===== src/rtl/gru_serial_pkg.sv =====
// Shared state encodings and sizing helpers for the GRU serial front end.
// GRU_SERIAL_PARITY_EN adds one even-parity bit after every serial word.
package gru_serial_pkg;

   localparam logic [1:0] RX_IDLE  = 2'd0;
   localparam logic [1:0] RX_SHIFT = 2'd1;
   localparam logic [1:0] RX_FULL  = 2'd2;

   localparam logic [2:0] TX_IDLE  = 3'd0;
   localparam logic [2:0] TX_SETUP = 3'd1;
   localparam logic [2:0] TX_HIGH  = 3'd2;
   localparam logic [2:0] TX_LOW   = 3'd3;
   localparam logic [2:0] TX_END   = 3'd4;

`ifdef GRU_SERIAL_PARITY_EN
   localparam int PARITY_BITS = 1;
`else
   localparam int PARITY_BITS = 0;
`endif

   // Counters reach their bound exactly, so one bit above $clog2 is kept.
   function automatic int cnt_width(input int bound);
      return $clog2(bound) + 1;
   endfunction

endpackage


===== src/rtl/gru_serial_sync.sv =====
// Synchroniser chain for one asynchronous serial input with rising-edge detect.
// Level and edge are both taken from the second-to-last stage so data and clock stay aligned.
module gru_serial_sync #(
   parameter int STAGES = 2
) (
   input  logic clk,
   input  logic rstn,
   input  logic d,
   output logic q,
   output logic rise
);

   logic [STAGES-1:0] chain;

   always_ff @(posedge clk or negedge rstn) begin
      if (!rstn) begin
         chain <= '0;
      end else begin
         chain <= {chain[STAGES-2:0], d};
      end
   end

   assign q    = chain[STAGES-2];
   assign rise = chain[STAGES-2] & ~chain[STAGES-1];

endmodule


===== src/rtl/gru_serial_io.sv =====
// Bit-serial front end for the GRU accelerator: independent RX deserialiser and TX serialiser.
// Define GRU_SERIAL_PARITY_EN to append and check an even-parity bit after every word.
module gru_serial_io
   import gru_serial_pkg::*;
#(
   parameter int DATA_WIDTH  = 32,
   parameter int IN_WORDS    = 9,
   parameter int OUT_WORDS   = 1,
   parameter int CLK_DIV     = 2,
   parameter int SYNC_STAGES = 2
) (
   input  logic                            clk,
   input  logic                            rstn,
   input  logic                            serial_data_in,
   input  logic                            serial_clk_in,
   input  logic                            serial_load_en,
   output logic [IN_WORDS*DATA_WIDTH-1:0]  o_seq_flat,
   output logic                            o_seq_valid,
   input  logic                            i_seq_ack,
   input  logic [OUT_WORDS*DATA_WIDTH-1:0] i_result_flat,
   input  logic                            i_result_valid,
   output logic                            o_result_ack,
   output logic                            serial_data_out,
   output logic                            serial_clk_out,
   output logic                            serial_valid,
   output logic                            o_rx_err,
   output logic                            o_tx_busy
);

   localparam int WORD_BITS = DATA_WIDTH + PARITY_BITS;
   localparam int SHIFT_W   = DATA_WIDTH - 1 + PARITY_BITS;
   localparam int TX_BITS   = OUT_WORDS * WORD_BITS;
   localparam int RXB_W     = cnt_width(WORD_BITS);
   localparam int RXW_W     = cnt_width(IN_WORDS);
   localparam int TXB_W     = cnt_width(TX_BITS);
   localparam int DIV_W     = cnt_width(CLK_DIV);

   localparam logic [RXB_W-1:0] LAST_BIT  = RXB_W'(WORD_BITS - 1);
   localparam logic [RXW_W-1:0] LAST_WORD = RXW_W'(IN_WORDS - 1);
   localparam logic [TXB_W-1:0] LAST_TX   = TXB_W'(TX_BITS - 1);
   localparam logic [DIV_W-1:0] DIV_LAST  = DIV_W'(CLK_DIV - 1);

   logic rx_din, rx_clk_rise, load_lvl, load_rise;
   logic sdata_rise_unused, sclk_level_unused;

   gru_serial_sync #(.STAGES(SYNC_STAGES)) u_sync_data (
      .clk(clk), .rstn(rstn), .d(serial_data_in), .q(rx_din), .rise(sdata_rise_unused)
   );
   gru_serial_sync #(.STAGES(SYNC_STAGES)) u_sync_clk (
      .clk(clk), .rstn(rstn), .d(serial_clk_in), .q(sclk_level_unused), .rise(rx_clk_rise)
   );
   gru_serial_sync #(.STAGES(SYNC_STAGES)) u_sync_load (
      .clk(clk), .rstn(rstn), .d(serial_load_en), .q(load_lvl), .rise(load_rise)
   );

   logic [1:0]                     rx_state;
   logic [RXB_W-1:0]               rx_bit_cnt;
   logic [RXW_W-1:0]               rx_word_cnt;
   logic [SHIFT_W-1:0]             rx_shift;
   logic [IN_WORDS*DATA_WIDTH-1:0] rx_buf;
   logic [IN_WORDS*DATA_WIDTH-1:0] rx_frame;
   logic [DATA_WIDTH-1:0]          word_val;
   logic                           word_done;
   logic                           par_ok;

   // With parity the final bit of a word is the parity bit, otherwise it is the data LSB.
   always_comb begin
      word_done = rx_clk_rise && (rx_bit_cnt == LAST_BIT);
`ifdef GRU_SERIAL_PARITY_EN
      word_val  = rx_shift;
      par_ok    = ((^rx_shift) == rx_din);
`else
      word_val  = {rx_shift, rx_din};
      par_ok    = 1'b1;
`endif
      rx_frame  = rx_buf;
      rx_frame[(IN_WORDS-1)*DATA_WIDTH +: DATA_WIDTH] = word_val;
   end

   // Words land in a staging buffer; o_seq_flat only changes when a whole frame is good.
   always_ff @(posedge clk or negedge rstn) begin
      if (!rstn) begin
         rx_state    <= RX_IDLE;
         rx_bit_cnt  <= '0;
         rx_word_cnt <= '0;
         rx_shift    <= '0;
         rx_buf      <= '0;
         o_seq_flat  <= '0;
         o_seq_valid <= 1'b0;
         o_rx_err    <= 1'b0;
      end else begin
         o_rx_err <= 1'b0;
         case (rx_state)
            RX_IDLE: begin
               if (load_rise) begin
                  rx_state    <= RX_SHIFT;
                  rx_bit_cnt  <= '0;
                  rx_word_cnt <= '0;
               end
            end
            RX_SHIFT: begin
               if (!load_lvl) begin
                  o_rx_err <= 1'b1;
                  rx_state <= RX_IDLE;
               end else if (rx_clk_rise) begin
                  if (!word_done) begin
                     rx_shift   <= {rx_shift[SHIFT_W-2:0], rx_din};
                     rx_bit_cnt <= rx_bit_cnt + 1'b1;
                  end else if (!par_ok) begin
                     o_rx_err <= 1'b1;
                     rx_state <= RX_IDLE;
                  end else begin
                     rx_bit_cnt <= '0;
                     if (rx_word_cnt == LAST_WORD) begin
                        o_seq_flat  <= rx_frame;
                        o_seq_valid <= 1'b1;
                        rx_state    <= RX_FULL;
                     end else begin
                        for (int k = 0; k < IN_WORDS; k++) begin
                           if (rx_word_cnt == RXW_W'(k)) begin
                              rx_buf[k*DATA_WIDTH +: DATA_WIDTH] <= word_val;
                           end
                        end
                        rx_word_cnt <= rx_word_cnt + 1'b1;
                     end
                  end
               end
            end
            RX_FULL: begin
               if (i_seq_ack) begin
                  o_seq_valid <= 1'b0;
                  rx_state    <= RX_IDLE;
               end
            end
            default: rx_state <= RX_IDLE;
         endcase
      end
   end

   logic [2:0]         tx_state;
   logic [DIV_W-1:0]   div_cnt;
   logic [TXB_W-1:0]   tx_bit_cnt;
   logic [TX_BITS-1:0] tx_sr;
   logic [TX_BITS-1:0] tx_stream;
   logic               div_done;

   // Word 0 occupies the top of the stream so a left shift sends it first, MSB first.
   always_comb begin
      tx_stream = '0;
      for (int w = 0; w < OUT_WORDS; w++) begin
         tx_stream[TX_BITS - (w+1)*WORD_BITS + PARITY_BITS +: DATA_WIDTH] =
            i_result_flat[w*DATA_WIDTH +: DATA_WIDTH];
`ifdef GRU_SERIAL_PARITY_EN
         tx_stream[TX_BITS - (w+1)*WORD_BITS] = ^i_result_flat[w*DATA_WIDTH +: DATA_WIDTH];
`endif
      end
      div_done = (div_cnt == DIV_LAST);
   end

   // The shift happens as serial_clk_out falls, so data only moves while the clock is low.
   always_ff @(posedge clk or negedge rstn) begin
      if (!rstn) begin
         tx_state       <= TX_IDLE;
         div_cnt        <= '0;
         tx_bit_cnt     <= '0;
         tx_sr          <= '0;
         serial_clk_out <= 1'b0;
         serial_valid   <= 1'b0;
         o_result_ack   <= 1'b0;
      end else begin
         o_result_ack <= 1'b0;
         case (tx_state)
            TX_IDLE: begin
               if (i_result_valid) begin
                  tx_sr        <= tx_stream;
                  o_result_ack <= 1'b1;
                  serial_valid <= 1'b1;
                  div_cnt      <= '0;
                  tx_bit_cnt   <= '0;
                  tx_state     <= TX_SETUP;
               end
            end
            TX_SETUP, TX_LOW: begin
               if (div_done) begin
                  div_cnt        <= '0;
                  serial_clk_out <= 1'b1;
                  tx_state       <= TX_HIGH;
               end else begin
                  div_cnt <= div_cnt + 1'b1;
               end
            end
            TX_HIGH: begin
               if (div_done) begin
                  div_cnt        <= '0;
                  serial_clk_out <= 1'b0;
                  tx_sr          <= tx_sr << 1;
                  tx_bit_cnt     <= tx_bit_cnt + 1'b1;
                  if (tx_bit_cnt == LAST_TX) begin
                     serial_valid <= 1'b0;
                     tx_state     <= TX_END;
                  end else begin
                     tx_state <= TX_LOW;
                  end
               end else begin
                  div_cnt <= div_cnt + 1'b1;
               end
            end
            TX_END: begin
               if (div_done) begin
                  div_cnt  <= '0;
                  tx_state <= TX_IDLE;
               end else begin
                  div_cnt <= div_cnt + 1'b1;
               end
            end
            default: tx_state <= TX_IDLE;
         endcase
      end
   end

   assign serial_data_out = tx_sr[TX_BITS-1];
   assign o_tx_busy       = (tx_state != TX_IDLE);

endmodule


===== config.mk =====
export PLATFORM = sky130hd
export DESIGN_NAME = gru_serial_io
export DESIGN_NICKNAME = d
export VERILOG_FILES = /design/src/rtl/gru_serial_pkg.sv /design/src/rtl/gru_serial_sync.sv /design/src/rtl/gru_serial_io.sv
export SDC_FILE = /design/constraint.sdc
export NUM_CORES = 1
export LEC_CHECK = 0
export BUFFER_PORTS_ARGS = -buffer_cell sky130_fd_sc_hd__clkbuf_2
export CORE_MARGIN = 3
export CORE_UTILIZATION = 35
export CTS_BUF_LIST = sky130_fd_sc_hd__clkbuf_16
export DETAILED_ROUTE_END_ITERATION = 10
export HOLD_SLACK_MARGIN = 0.03
export SYNTH_ARGS = -nofsm -noshare
export SYNTH_HDL_FRONTEND = slang
export SYNTH_HIERARCHICAL = 1
export SYNTH_SLANG_ARGS = --single-unit
export TNS_END_PERCENT = 100

===== constraint.sdc =====
create_clock -name clk -period 1.95 [get_ports clk]
set_input_delay 0.0975 -clock clk [delete_from_list [all_inputs] [get_ports clk]]
set_output_delay 0.0975 -clock clk [all_outputs]
set_load 0.005 [all_outputs]

==> summary.md, run 1 <==
| Metric | Value |
|---|---|
| Status | `finished with violations` |
| Failing checks | `negative setup slack` |
| Post-route insts no fill | `3,016` |
| Pwr/cell area | `880 mW/mm^2` |
| Total vias in the final route | `14,600` |
| Dpl hpwl | `40,200 um` |
| Syn_area_per_cell | `15.7 sq um` |
| Share of layout cells above drive strength 1 | `51.3%` |
| Util after Layout | `46.7%` |
| GR Overflow Total | `0` |
| Worst hold path type | `in -> reg` |
| Fin. Hold Viols | `0` |
| Total power | `28.4 mW` |
| Post-synth net total | `1,609` |
| Pins Over Slew Limit | `0` |
| Clk buf depth | `3` |
| CP arrival | `2580 ps` |
| Layout Nets | `2,082` |
| Diodes inserted | `0` |
| Drt drc | `0` |
| Ys Warns | `6` |
| Post-route minimum period | `2110 ps` |
| Vert. Die Dim | `271 um` |
| Initial core utilization | `35.6%` |
| Peak VDD IR | `654 uV` |
| Worst-Margin Slew | `843 ps` |
| Register Area | `0.0160 sq mm` |
| Worst reg-to-reg path cell count | `8` |
| Num CTS Buffers | `72` |
| Vias in the first global route | `15,700` |
| Die area | `0.0735 sq mm` |
| Final wirelength | `66,300 um` |
| Routability Congestion | `0.765` |
| Leak | `16.8 nW` |
| DRT iter0 DRCs | `693` |
| I/O pin cnt | `334` |
| Hold WS | `154 ps` |
| DP Area | `0.0281 sq mm` |
| Post-Syn Instances | `1,564` |
| Root buffer cell | `clkbuf_16` |
| CTS tree | `done` |
| Rows | `96` |
| Aggregate negative setup slack | `-40,620 ps` |
| Setup crit start kind | `flip-flop` |
| Clock skew | `22.8 ps` |
| Maxcap violations | `0` |
| Antenna-violating nets left | `0` |
| Critical path required time | `2420 ps` |
| Max transition margin | `43.6%` |
| Die width | `271 um` |
| CP endpoint kind | `flip-flop` |
| Num Clock Sinks | `641` |
| Avg WL per Cell | `22.0 um` |
| # setup viols final | `515` |
| FILL cells | `6,032` |
| Worst Setup Slack, final | `-162 ps` |
| Design Area, Final | `0.0323 sq mm` |
| TritonRoute pass-1 iters | `4` |
| H-tree depth | `3` |
| First-pass GRT wire length | `94,700 um` |
| Post-place setup slack | `-147 ps` |
| Post-Synthesis Cell Area | `0.0246 sq mm` |
| Initial antenna violation count | `1` |
| Crit Path Max Fanout | `13` |
| Total GRT Usage | `16.6%` |
| PortBufs | `333` |
| Period utilization | `108%` |
| Clock Latency Late Sink | `590 ps` |
| Largest net degree at the start of global routing | `77` |
| Top achievable clock speed | `473 MHz` |
| Hold path cells | `2` |
| Via-per-instance ratio | `4.85` |
| RSZ-0062 raised after global routing | `yes` |
| CTS clk-pin slew, worst paths | `60 ps` |
| Footprint of the multi-input gates | `0.00870 sq mm` |
| CP Class | `reg -> reg` |
| Area Growth Syn to Fin | `31.2%` |
| Core region area | `0.0691 sq mm` |
| Placed Cells | `2,813` |
==> placed cells by master, fill, tap and decap left out, drive strengths merged, types with 2 or more instances in the layout <==
master       count
dfrtp          641
mux2           576
clkbuf         426
buf            115
o21ai           49
nand2           48
dlygate4sd3     40
mux2i           32
inv             30
clkinv          25
nand3           19
nor2            12
a21oi            6
ha               6
nor2b            6
or3              4
nand2b           4
a31oi            4
nand3b           3
nor3             3
nand4            2
nor3b            2
or4              2
a31o             2
nor4             2
a211oi           2
clkinvlp         2
bufinv           2
or3b             2
==> routing by layer <==
metal  GRT usage, %  wire, um  vias to the layer above
li1               -         -                     6456
met3           4.30      3300                       99
met1           20.5     27800                     7779
met5              0        13                        -
met2           28.6     33700                      298
met4           4.73      1440                        2
==> timing repair <==
item | in CTS | in global routing
gates resized for setup | 19 | 207
setup endpoints to repair | 447 | 547
cloned | 2 | 30
setup buffers | 4 | 5
pin swaps | 0 | 4
endpoints found under the hold margin | 582 | 0
hold buffers | 40 | 0
==> critical path, stage by stage (launching register included) <==
cell	delay, ps
dfrtp_1	390
ha_4	160
nand3_4	60
or2_4	270
nor3_4	210
buf_6	180
clkbuf_16	200
buf_16	160
mux2_2	340
==> where the power goes <==
part	switching, mW	total, mW	internal (mW)
sequential	0.399	14.1	13.7
combinational	1.14	1.96	0.824
clock	5.26	12.3	7.04
==> area by class of cell <==
cell class | count | share of cell area [%]
Clock buffer | 73 | 5.66
Clock inverter | 49 | 0.908
Sequential cell | 641 | 49.7
Inverter | 10 | 0.116
Tap cell | 931 | 3.61
Multi-Input combinational cell | 804 | 27.0
Timing Repair Buffer | 508 | 13.0
==> path summary, 6_finish.rpt <==
path | from | to | slack [ps]
max in group asynchronous | rstn | o_seq_flat[281]$_DFFE_PN0P_ | 440
max | rx_bit_cnt[0]$_DFFE_PN0P_ | o_seq_flat[101]$_DFFE_PN0P_ | -160
min reg2reg | u_sync_clk/chain[0]$_DFF_PN0_ | u_sync_clk/chain[1]$_DFF_PN0_ | 390
min | serial_data_in | u_sync_data/chain[0]$_DFF_PN0_ | 150
max reg2reg | rx_bit_cnt[0]$_DFFE_PN0P_ | o_seq_flat[101]$_DFFE_PN0P_ | -160
min in group asynchronous | rstn | rx_shift[5]$_DFFE_PN0P_ | 280
==> registers in the layout, indices dropped and copies added (netlist names) <==
signal and count:
tx_sr 32, serial_clk_out 1, rx_buf 256, serial_valid 1, o_seq_valid 1, rx_bit_cnt 6
rx_word_cnt 5, tx_state 3, tx_bit_cnt 6, o_rx_err 1, u_sync_load/chain 2, rx_state 2
rx_shift 31, o_seq_flat 288, div_cnt 2, u_sync_data/chain 1, o_result_ack 1, u_sync_clk/chain 2
No activity file was read; power rests on OpenSTA's default activity.
==> run 2: changes to the inputs <==
- CORE_UTILIZATION: 35 -> 25
==> run 2 against run 1 <==
  * The flow still finishes with violations (negative setup slack)
  * Cell count up 11%
  * Combinational power barely moved
  * Critical path type unchanged
  * Sequential power about the same
  * Hold slack lost 39 ps
  * Clock skew rose by 4.1 ps
  * Non-clock buffer count is 12 lower
  * Fmax is 1.2% lower
  * Sequential share of layout area shrank 0.22 points
  * Core utilization shrank 13 points
  * Setup slack got worse by 25 ps
  * Clock-buffer cell count rose by 2
==> summary.md, run 2 (same netlist as run 1, synthesis figures left out) <==
| Metric | Value |
|---|---|
| Initial core utilization | `25.3%` |
| DP Area | `0.0286 sq mm` |
| Max reg flops | `288` |
| Most flops, register | `o_seq_flat` |
| Maxcap violations | `0` |
| Status | `finished with violations` |
| Worst-Margin Slew | `774 ps` |
| Via-per-instance ratio | `4.37` |
| Fin. Hold Viols | `0` |
| Buf+Inv Stages, Crit Path | `3` |
| Dpl hpwl | `43,700 um` |
| Pins Over Slew Limit | `0` |
| Peak VDD IR | `653 uV` |
| Top achievable clock speed | `468 MHz` |
| Crit Path Max Fanout | `10` |
| DRT iter0 DRCs | `761` |
| I/O pin cnt | `334` |
| CP Class | `reg -> reg` |
| # setup viols final | `455` |
| Die area | `0.102 sq mm` |
| Sequential share of power | `47.8%` |
| Share of layout cells above drive strength 1 | `50.6%` |
| Failing checks | `negative setup slack` |
| Period utilization | `110%` |
| Footprint of the multi-input gates | `0.00851 sq mm` |
| Switch Pwr | `7.13 mW` |
| Total vias in the final route | `14,700` |
| Clock Latency Late Sink | `630 ps` |
| CTS tree | `done` |
| Critical Path Max Stage Delay | `390 ps` |
| Post-route minimum period | `2140 ps` |
| CP endpoint kind | `flip-flop` |
| Largest net degree at the start of global routing | `71` |
| Slowest stage cell, crit path | `dfrtp_1` |
| Antenna-violating nets left | `0` |
| Top delay family on crit path | `simple AND/OR/NAND/NOR gates` |
| Crit-path cells | `nor2b_4, nand3b_1, or2_4, nor3_4, buf_8, buf_6, buf_16, mux2_2` |
| Sw frac | `24.2%` |
| Clk buf depth | `3` |
| Rows | `114` |
| TritonRoute pass-1 iters | `6` |
| Most common cell after layout, fill and taps aside | `dfrtp_1` |
| Commonest cells after routing, fill and taps aside | `dfrtp_1 (640), mux2_2 (352), clkbuf_2 (332), mux2_4 (115), mux2_1 (109)` |
| Setup crit start kind | `flip-flop` |
| CTS clk-pin slew, worst paths | `60 ps` |
| Root buffer cell | `clkbuf_16` |
| GR Overflow Total | `0` |
| Register Area | `0.0160 sq mm` |
| Design Area, Final | `0.0324 sq mm` |
| Largest regs | `o_seq_flat (288), rx_buf (256), tx_sr (32)` |
| Avg WL per Cell | `20.4 um` |
| Vert. Die Dim | `320 um` |
| First-pass GRT wire length | `99,000 um` |
| Drt drc | `0` |
| Critical path required time | `2460 ps` |
| Num CTS Buffers | `73` |
| Pwr/cell area | `911 mW/mm^2` |
| Area Growth Syn to Fin | `31.8%` |
| Core region area | `0.0971 sq mm` |
| Die width | `320 um` |
| RSZ-0062 raised after global routing | `yes` |
| CP arrival | `2650 ps` |
| Routability Congestion | `0.787` |
| Clock skew | `26.8 ps` |
| Clock power frac | `45.4%` |
| Num Clock Sinks | `641` |
| Combinational share of power | `6.7%` |
| Total GRT Usage | `12.7%` |
| Util after Layout | `33.4%` |
| Worst Setup Slack, final | `-187 ps` |
| Cell-internal power | `22.4 mW` |
| Max transition margin | `48.4%` |
| FILL cells | `9,338` |
| Aggregate negative setup slack | `-48,560 ps` |
| Vias in the first global route | `15,800` |
| Initial antenna violation count | `1` |
| Leak | `16.7 nW` |
| Final wirelength | `68,600 um` |
| PortBufs | `333` |
| Layout Nets | `2,071` |
| Worst hold path type | `in -> reg` |
| H-tree depth | `3` |
## run 2: cell count changes in the layout (fill, tap and decap cells not counted), moves of 4 or more
| cell | delta |
|---|---|
| mux2_2 | +35 |
| bufinv_16 | +4 |
| buf_16 | -7 |
| mux2_4 | -54 |
| clkbuf_16 | -5 |
| mux2_1 | +19 |
| clkinv_4 | +4 |
## run 2: metal layers
metal	track usage [%]	share of wire, %	vias to the layer above
li1	-	-	6437
met1	15.9	44	7752
met2	21.0	48	363
met3	2.91	5.0	123
met4	5.31	3.4	0
met5	0	0	-
## run 2: stage by stage
step / power [mW] / instances / worst slack [ps] / hold WS [ps]
floorplan: 15.4 / 1564 / -50.8 / -198
detailed placement: 16.3 / 3164 / -171 / 76.8
CTS: 29.9 / 3333 / -184 / 62.5
finish: 29.5 / 3358 / -187 / 115
global placement: 16.1 / 3164 / -151 / 75.0
global route: 30.8 / 3357 / -281 / 88.6
## run 2: area by class of cell
cell class                      instances  share of cell area (%)
Antenna cell                            1                 0.00772
Clock buffer                           75                    5.79
Clock inverter                         55                    1.45
Inverter                               10                   0.116
Multi-Input combinational cell        804                    26.3
Sequential cell                       641                    49.5
Tap cell                             1276                    4.93
Timing Repair Buffer                  496                    11.9
## run 2: worst paths after layout
kind / start / to / slack (ps) / cells after the start
max: u_sync_clk/chain[1]$_DFF_PN0_ / o_seq_flat[243]$_DFFE_PN0P_ / -190 / 8
min: serial_data_in / u_sync_data/chain[0]$_DFF_PN0_ / 110 / 2
max reg2reg: u_sync_clk/chain[1]$_DFF_PN0_ / o_seq_flat[243]$_DFFE_PN0P_ / -190 / 8
min reg2reg: u_sync_clk/chain[0]$_DFF_PN0_ / u_sync_clk/chain[1]$_DFF_PN0_ / 390 / 0
max in group asynchronous: rstn / rx_buf[160]$_DFFE_PN0P_ / 1190 / 3
min in group asynchronous: rstn / o_seq_flat[35]$_DFFE_PN0P_ / 230 / 3
## run 2: power groups by stage
stage,Combinational [mW],Clock [mW],Sequential [mW]
floorplan,1.24,0,14.2
global placement,1.83,0,14.3
detailed placement,1.94,0,14.3
CTS,2.02,13.8,14.1
global route,2.25,14.3,14.2
finish,1.99,13.4,14.1
## run 2: what timing repair did
item	in CTS	in global routing
pin swaps	0	2
hold endpoints to repair	566	0
setup endpoints to repair	507	566
hold buffers	39	0
setup buffers	0	4
resized for setup	3	156
gates cloned	0	20
